--- config.mk ---
export PLATFORM = sky130hd
export DESIGN_NAME = id_decode_stage
export DESIGN_NICKNAME = d
export VERILOG_FILES = /design/src/rtl/id_decode_stage_pkg.sv /design/src/rtl/id_decode_stage_field_decode.sv /design/src/rtl/id_decode_stage.sv
export SDC_FILE = /design/constraint.sdc
export NUM_CORES = 1
export LEC_CHECK = 0
export BUFFER_PORTS_ARGS = -buffer_cell sky130_fd_sc_hd__buf_2
export CAP_MARGIN = 40
export CORE_ASPECT_RATIO = 2
export CORE_MARGIN = 2
export CORE_UTILIZATION = 43
export CTS_BUF_LIST = sky130_fd_sc_hd__clkbuf_16
export DETAILED_ROUTE_END_ITERATION = 8
export MAX_ROUTING_LAYER = met4
export PLACE_DENSITY_LB_ADDON = 0.15
export SLEW_MARGIN = 10
export SYNTH_ARGS = -nofsm -noshare
export SYNTH_HDL_FRONTEND = slang
export SYNTH_SLANG_ARGS = --single-unit
--- constraint.sdc ---
create_clock -name clk -period 2.8 [get_ports clk]
set_input_delay 0.7 -clock clk [delete_from_list [all_inputs] [get_ports clk]]
set_output_delay 0.7 -clock clk [all_outputs]
set_load 0.05 [all_outputs]
--- src/rtl/id_decode_stage_pkg.sv ---
// Shared definitions for the instruction-decode stage: RISC-V base opcodes,
// format class codes, the stage FSM states and the decoded-field bundle.
package id_decode_stage_pkg;

  // Base opcodes (instr[6:0]) understood by the decoder
  localparam logic [6:0] OPC_LUI       = 7'b0110111;
  localparam logic [6:0] OPC_AUIPC     = 7'b0010111;
  localparam logic [6:0] OPC_JAL       = 7'b1101111;
  localparam logic [6:0] OPC_JALR      = 7'b1100111;
  localparam logic [6:0] OPC_BRANCH    = 7'b1100011;
  localparam logic [6:0] OPC_LOAD      = 7'b0000011;
  localparam logic [6:0] OPC_STORE     = 7'b0100011;
  localparam logic [6:0] OPC_OP_IMM    = 7'b0010011;
  localparam logic [6:0] OPC_OP        = 7'b0110011;
  localparam logic [6:0] OPC_MISC_MEM  = 7'b0001111;
  localparam logic [6:0] OPC_SYSTEM    = 7'b1110011;
  localparam logic [6:0] OPC_OP_IMM_32 = 7'b0011011;
  localparam logic [6:0] OPC_OP_32     = 7'b0111011;

  // funct7 value selecting SUB/SRA/SRAI
  localparam logic [6:0] FUNCT7_ALT    = 7'b0100000;

  // Instruction format class as presented on out_fmt
  typedef enum logic [2:0] {
    FMT_R       = 3'd0,
    FMT_I       = 3'd1,
    FMT_S       = 3'd2,
    FMT_B       = 3'd3,
    FMT_U       = 3'd4,
    FMT_J       = 3'd5,
    FMT_ILLEGAL = 3'd7
  } fmt_e;

  // Occupancy of the single-entry output register
  typedef enum logic {
    EMPTY = 1'b0,
    FULL  = 1'b1
  } stageState_e;

  // Everything the decoder produces except the XLEN-wide immediate
  typedef struct packed {
    logic [6:0] opcode;
    logic [4:0] rd;
    logic [4:0] rs1;
    logic [4:0] rs2;
    logic [2:0] funct3;
    logic [6:0] funct7;
    fmt_e       fmt;
    logic       usesRs1;
    logic       usesRs2;
    logic       writesRd;
    logic       illegal;
  } decFields_t;

  // Format class implied by the opcode alone; legality is judged separately
  function automatic fmt_e formatOf(input logic [6:0] opcode);
    fmt_e result;
    case (opcode)
      OPC_OP, OPC_OP_32:                        result = FMT_R;
      OPC_OP_IMM, OPC_OP_IMM_32, OPC_LOAD,
      OPC_JALR, OPC_MISC_MEM, OPC_SYSTEM:       result = FMT_I;
      OPC_STORE:                                result = FMT_S;
      OPC_BRANCH:                               result = FMT_B;
      OPC_LUI, OPC_AUIPC:                       result = FMT_U;
      OPC_JAL:                                  result = FMT_J;
      default:                                  result = FMT_ILLEGAL;
    endcase
    return result;
  endfunction

endpackage

--- src/rtl/id_decode_stage_field_decode.sv ---
// Purely combinational field extraction for one 32-bit instruction word:
// register indices, funct fields, sign-extended immediate, format class,
// operand/writeback flags and legality for the configured XLEN.
module rv_field_decode
  import id_decode_stage_pkg::*;
#(
  parameter int XLEN = 32
) (
  input  logic [31:0]     instr_i,
  output decFields_t      fields_o,
  output logic [XLEN-1:0] imm_o
);

  localparam logic IS_RV64 = (XLEN == 64);

  logic [6:0]         opcode;
  logic [4:0]         rd;
  logic [4:0]         rs1;
  logic [4:0]         rs2;
  logic [2:0]         funct3;
  logic [6:0]         funct7;
  fmt_e               baseFmt;
  logic               legal;
  logic               shamtHiZero;
  logic               shamtHiSra;
  logic signed [31:0] imm32;

  assign opcode  = instr_i[6:0];
  assign rd      = instr_i[11:7];
  assign funct3  = instr_i[14:12];
  assign rs1     = instr_i[19:15];
  assign rs2     = instr_i[24:20];
  assign funct7  = instr_i[31:25];
  assign baseFmt = formatOf(opcode);

  // RV64 shift amounts are 6 bits wide, so only instr[31:26] must be clear
  assign shamtHiZero = IS_RV64 ? (instr_i[31:26] == 6'b000000) : (funct7 == 7'b0000000);
  assign shamtHiSra  = IS_RV64 ? (instr_i[31:26] == 6'b010000) : (funct7 == FUNCT7_ALT);

  // Judge whether the word is a legal base-ISA instruction for this XLEN
  always_comb begin
    legal = 1'b0;
    case (opcode)
      OPC_LUI, OPC_AUIPC, OPC_JAL,
      OPC_MISC_MEM, OPC_SYSTEM:    legal = 1'b1;
      OPC_JALR:                    legal = (funct3 == 3'b000);
      OPC_BRANCH:                  legal = (funct3 != 3'b010) && (funct3 != 3'b011);
      OPC_LOAD: begin
        case (funct3)
          3'b111:         legal = 1'b0;
          3'b011, 3'b110: legal = IS_RV64;
          default:        legal = 1'b1;
        endcase
      end
      OPC_STORE:                   legal = (funct3 < 3'b011) || ((funct3 == 3'b011) && IS_RV64);
      OPC_OP:                      legal = (funct7 == 7'b0000000) ||
                                           ((funct7 == FUNCT7_ALT) &&
                                            ((funct3 == 3'b000) || (funct3 == 3'b101)));
      OPC_OP_IMM: begin
        case (funct3)
          3'b001:  legal = shamtHiZero;
          3'b101:  legal = shamtHiZero || shamtHiSra;
          default: legal = 1'b1;
        endcase
      end
      OPC_OP_IMM_32, OPC_OP_32:    legal = IS_RV64;
      default:                     legal = 1'b0;
    endcase
    if (instr_i[1:0] != 2'b11) begin
      legal = 1'b0;
    end
  end

  // Populate only the fields the format actually carries; illegal words keep just the opcode
  always_comb begin
    fields_o        = '0;
    imm32           = '0;
    fields_o.opcode = opcode;
    if (!legal) begin
      fields_o.fmt     = FMT_ILLEGAL;
      fields_o.illegal = 1'b1;
    end else begin
      fields_o.fmt = baseFmt;
      case (baseFmt)
        FMT_R: begin
          fields_o.rd       = rd;
          fields_o.rs1      = rs1;
          fields_o.rs2      = rs2;
          fields_o.funct3   = funct3;
          fields_o.funct7   = funct7;
          fields_o.usesRs1  = 1'b1;
          fields_o.usesRs2  = 1'b1;
          fields_o.writesRd = (rd != 5'd0);
        end
        FMT_I: begin
          fields_o.rd       = rd;
          fields_o.rs1      = rs1;
          fields_o.funct3   = funct3;
          fields_o.usesRs1  = 1'b1;
          fields_o.writesRd = (rd != 5'd0);
          imm32             = {{20{instr_i[31]}}, instr_i[31:20]};
        end
        FMT_S: begin
          fields_o.rs1     = rs1;
          fields_o.rs2     = rs2;
          fields_o.funct3  = funct3;
          fields_o.usesRs1 = 1'b1;
          fields_o.usesRs2 = 1'b1;
          imm32            = {{20{instr_i[31]}}, instr_i[31:25], instr_i[11:7]};
        end
        FMT_B: begin
          fields_o.rs1     = rs1;
          fields_o.rs2     = rs2;
          fields_o.funct3  = funct3;
          fields_o.usesRs1 = 1'b1;
          fields_o.usesRs2 = 1'b1;
          imm32            = {{19{instr_i[31]}}, instr_i[31], instr_i[7],
                              instr_i[30:25], instr_i[11:8], 1'b0};
        end
        FMT_U: begin
          fields_o.rd       = rd;
          fields_o.writesRd = (rd != 5'd0);
          imm32             = {instr_i[31:12], 12'b0};
        end
        FMT_J: begin
          fields_o.rd       = rd;
          fields_o.writesRd = (rd != 5'd0);
          imm32             = {{11{instr_i[31]}}, instr_i[31], instr_i[19:12],
                               instr_i[20], instr_i[30:21], 1'b0};
        end
        default: begin
          fields_o.fmt     = FMT_ILLEGAL;
          fields_o.illegal = 1'b1;
        end
      endcase
    end
  end

  // Every immediate fits in 32 bits; widening the signed value sign-extends it to XLEN
  assign imm_o = XLEN'(imm32);

endmodule

--- src/rtl/id_decode_stage.sv ---
// Registered instruction-decode stage: a single-entry output register with a
// valid/ready handshake, backpressure and flush. Decoding itself is done
// combinationally on the incoming word by rv_field_decode.
module id_decode_stage
  import id_decode_stage_pkg::*;
#(
  parameter int XLEN = 32
) (
  input  logic            clk,
  input  logic            rst,
  input  logic            flush,
  input  logic            in_valid,
  output logic            in_ready,
  input  logic [31:0]     in_instr,
  input  logic [XLEN-1:0] in_pc,
  output logic            out_valid,
  input  logic            out_ready,
  output logic [XLEN-1:0] out_pc,
  output logic [6:0]      out_opcode,
  output logic [4:0]      out_rd,
  output logic [4:0]      out_rs1,
  output logic [4:0]      out_rs2,
  output logic [2:0]      out_funct3,
  output logic [6:0]      out_funct7,
  output logic [XLEN-1:0] out_imm,
  output logic [2:0]      out_fmt,
  output logic            out_uses_rs1,
  output logic            out_uses_rs2,
  output logic            out_writes_rd,
  output logic            out_illegal
);

  stageState_e     state_q;
  decFields_t      fields_q;
  decFields_t      fields_d;
  logic [XLEN-1:0] imm_q;
  logic [XLEN-1:0] imm_d;
  logic [XLEN-1:0] pc_q;
  logic            accept;

  rv_field_decode #(
    .XLEN(XLEN)
  ) u_fieldDecode (
    .instr_i  (in_instr),
    .fields_o (fields_d),
    .imm_o    (imm_d)
  );

  // A slot is free when empty or when the held entry leaves this cycle; flush does not gate it
  assign in_ready = (state_q == EMPTY) || out_ready;
  assign accept   = in_valid && in_ready;

  // Occupancy FSM and output register; an empty stage always shows all-zero outputs
  always_ff @(posedge clk) begin
    if (rst) begin
      state_q  <= EMPTY;
      fields_q <= '0;
      imm_q    <= '0;
      pc_q     <= '0;
    end else if (flush) begin
      state_q  <= EMPTY;
      fields_q <= '0;
      imm_q    <= '0;
      pc_q     <= '0;
    end else begin
      case (state_q)
        EMPTY: begin
          if (accept) begin
            state_q  <= FULL;
            fields_q <= fields_d;
            imm_q    <= imm_d;
            pc_q     <= in_pc;
          end
        end
        FULL: begin
          if (out_ready) begin
            if (in_valid) begin
              state_q  <= FULL;
              fields_q <= fields_d;
              imm_q    <= imm_d;
              pc_q     <= in_pc;
            end else begin
              state_q  <= EMPTY;
              fields_q <= '0;
              imm_q    <= '0;
              pc_q     <= '0;
            end
          end
        end
        default: begin
          state_q  <= EMPTY;
          fields_q <= '0;
          imm_q    <= '0;
          pc_q     <= '0;
        end
      endcase
    end
  end

  assign out_valid     = (state_q == FULL);
  assign out_pc        = pc_q;
  assign out_opcode    = fields_q.opcode;
  assign out_rd        = fields_q.rd;
  assign out_rs1       = fields_q.rs1;
  assign out_rs2       = fields_q.rs2;
  assign out_funct3    = fields_q.funct3;
  assign out_funct7    = fields_q.funct7;
  assign out_imm       = imm_q;
  assign out_fmt       = fields_q.fmt;
  assign out_uses_rs1  = fields_q.usesRs1;
  assign out_uses_rs2  = fields_q.usesRs2;
  assign out_writes_rd = fields_q.writesRd;
  assign out_illegal   = fields_q.illegal;

endmodule
==> flow_summary.json <==
{
  "setup_ws_ps": 220,
  "fin_crit_ps": 2580,
  "clk_path_buf_depth": 2,
  "synth_cell_types": 61,
  "end_kind": "flip-flop",
  "slew_headroom_pct": 59.8,
  "grt_pass1_vias": 4159,
  "pre_cts_slack_ps": -111,
  "htree_levels": 3,
  "grt-ovfl-total": 0,
  "p_seq_share_pct": 46.9,
  "post_cts_resized": 0,
  "setup_viol": 0,
  "ff2ff_path_depth": 5,
  "worst_slew_pin_slew_ps": 599,
  "powerDensity_mw_per_mm2": 562,
  "hold_ws_ps": 448,
  "combPwrFrac_pct": 11.8,
  "start_kind": "input port",
  "vias_per_cell": 5.42,
  "r2r_end": "out_imm[8]",
  "drive_gt1_share_pct": 38.4,
  "root_buffer": "clkbuf_16",
  "antenna_found_initial": 0,
  "fin_util_pct": 59.4,
  "coreArea_mm2": 0.00964,
  "gr-usage-all-layers_pct": 24.5,
  "clkLatencyLatePin_ps": 340,
  "syn_area_mm2": 0.00421,
  "num_vias": 4191,
  "r2r_slack_ps": 1030,
  "die_w_um": 74.0,
  "hp-class": "reg -> reg",
  "switching_share_pct": 25.0,
  "drc_errors": 0,
  "synth_ff_type": "dfxtp_1",
  "hold_depth": 2,
  "synthArstFlopShare_pct": 0,
  "seq_area_mm2": 0.00208,
  "p_sw_uw": 806,
  "ys_warn_count": 0,
  "status": "complete, no violations",
  "dp_cells": 757,
  "gp_congestion": 0.907,
  "slew_viol_final": 0,
  "start_util_pct": 43.7,
  "synth_area_leaders": "dfxtp_1, a22oi_1, nor2_1",
  "ys_ff_latch": 104,
  "antenna_left": 0,
  "dr.pass1.iters": 5,
  "netlist_instances": 450,
  "netlist.area_leader.share_pct": 49.4,
  "cts_setup_buffers": 0,
  "whs_endpoint": "out_imm[18]",
  "tritoncts": "done",
  "required_ps": 3080,
  "cp_max_fo": 6,
  "die_h_um": 144,
  "hold_viol_final": 0,
  "grt_start_max_net_pins": 57,
  "min_period_over_period_pct": 92.2,
  "cts_hold_buf": 0,
  "synth_nets": 521,
  "multi_input_area_mm2": 0.00199,
  "synth.most_common_cell": "dfxtp_1",
  "row_count": 51,
  "dpl.hpwl_mm": 9.39,
  "hold_start": "out_imm[18]",
  "ios": 174,
  "fin_cells": 773,
  "port_buffers": 173,
  "cts_sinks": 104,
  "crit_type": "in -> reg",
  "path_clk_slew_ps": 70,
  "synth-edff-count": 0,
  "grt_pass1_wl_mm": 19.7,
  "die_area_mm2": 0.0107,
  "drtIter0Drc": 216,
  "fill_cells": 872,
  "rr_startpoint": "out_valid",
  "cts_inserted_buffers": 9,
  "nets": 707,
  "areaGrowthSynthToFinish_pct": 36.0,
  "ys_top_cells_by_count": "dfxtp_1, nor2_1, nand2_1, a22oi_1, o21ai_0",
  "wl_per_cell_um": 16.0,
  "synth.yosys.seq_area_share_pct": 49.4,
  "peakVddDrop_mv": 0.516,
  "max_freq_mhz": 388,
  "yosysTopAreaCell": "dfxtp_1",
  "leakage_uw": 0.00256,
  "skew_ps": 7.37,
  "arrival_ps": 2860,
  "wl_mm": 12.4,
  "clock_power_share_pct": 41.3,
  "n_antenna_cell": 0,
  "syn_avg_cell_area_um2": 9.36,
  "rsz0062_at_grt": "false",
  "p_int_uw": 2410,
  "drv_cap": 0
}
flip-flops by register name, summed over array words and instances (netlist names), 5 cells and up:
name / flops
out_funct7: 7
out_pc: 32
out_rs2: 5
out_imm: 32
out_rd: 5
out_opcode: 7
out_rs1: 5
cell usage in the layout, fill, tap and decap left out, types with 3 or more instances in the layout:
master / synthesis / final
a211oi_1: 5 / 5
a21oi_1: 27 / 27
a222oi_1: 4 / 4
a22o_1: 6 / 6
a22oi_1: 40 / 40
a32o_1: 19 / 19
and2_1: 6 / 5
and3_1: 6 / 6
buf_2: 4 / 173
buf_4: 1 / 33
clkbuf_16: 0 / 9
dfxtp_1: 104 / 104
inv_1: 4 / 4
nand2_1: 45 / 45
nand2b_1: 4 / 4
nand3b_1: 4 / 4
nor2_1: 51 / 51
nor3_1: 3 / 3
o21ai_0: 28 / 28
o21ai_1: 7 / 7
or2_2: 3 / 3
critical path: stages:
cell       delay [ps]
buf_2             100
nand4bb_4         210
or3b_1            430
ha_1              260
nand2_1            80
a21boi_0           80
o21ai_0           270
o211a_1           250
and2_1            270
a32o_1            200
how the worst max path moves through the flow:
| stage | startpoint | endpoint | depth (start not counted) |
|---|---|---|---|
| 6_report | in_instr[2] | out_imm[8] | 10 |
| 5_1_grt | in_instr[4] | out_imm[8] | 11 |
| 4_1_cts | in_instr[2] | out_imm[8] | 8 |
| 3_5_place_dp | in_instr[2] | out_imm[8] | 8 |
| 3_3_place_gp | in_instr[2] | out_imm[12] | 9 |
| 2_1_floorplan | in_instr[2] | out_imm[10] | 9 |
metal layers:
metal  GRT usage (%)  wire length, µm  part of all wire [%]  vias up
li1                -                -                     -     2037
met1            26.2             4650                    38     1962
met2            41.8             6710                    54      157
met3            3.55              601                   4.9       35
met4            14.2              432                   3.5        0
met5               -                0                     0        -
stage by stage:
step | area, µm² | setup TNS (ps) | power [µW]
after floorplan | 4230 | 0 | 1770
after global placement | 5410 | -2170 | 1920
after detailed placement | 5410 | -3510 | 1920
after CTS | 5730 | 0 | 3240
after global routing | 5730 | 0 | 3340
final | 5730 | 0 | 3220
cells by family after synthesis:
family	Yosys count	synth area share, %
compound gates	166	29.7
xor+xnor	1	0.208
fa+ha+maj	2	0.594
buf+inv	37	3.68
flops	104	49.4
simple gates	140	16.4
power by group through the flow:
| stage | sequential (µW) | combinational [µW] | clock, µW |
|---|---|---|---|
| after floorplan | 1620 | 152 | 0 |
| after global placement | 1540 | 376 | 0 |
| after detailed placement | 1540 | 380 | 0 |
| after CTS | 1510 | 381 | 1350 |
| after global routing | 1510 | 412 | 1420 |
| final | 1510 | 380 | 1330 |
cell type report:
type	instances	share of cell area (%)
Clock buffer	9	3.93
Clock inverter	7	1.64
Sequential cell	104	36.3
Timing Repair Buffer	208	20.1
Tap cell	132	2.88
Multi-Input combinational cell	309	34.8
Inverter	4	0.262
(Power assumes the default switching activity.)
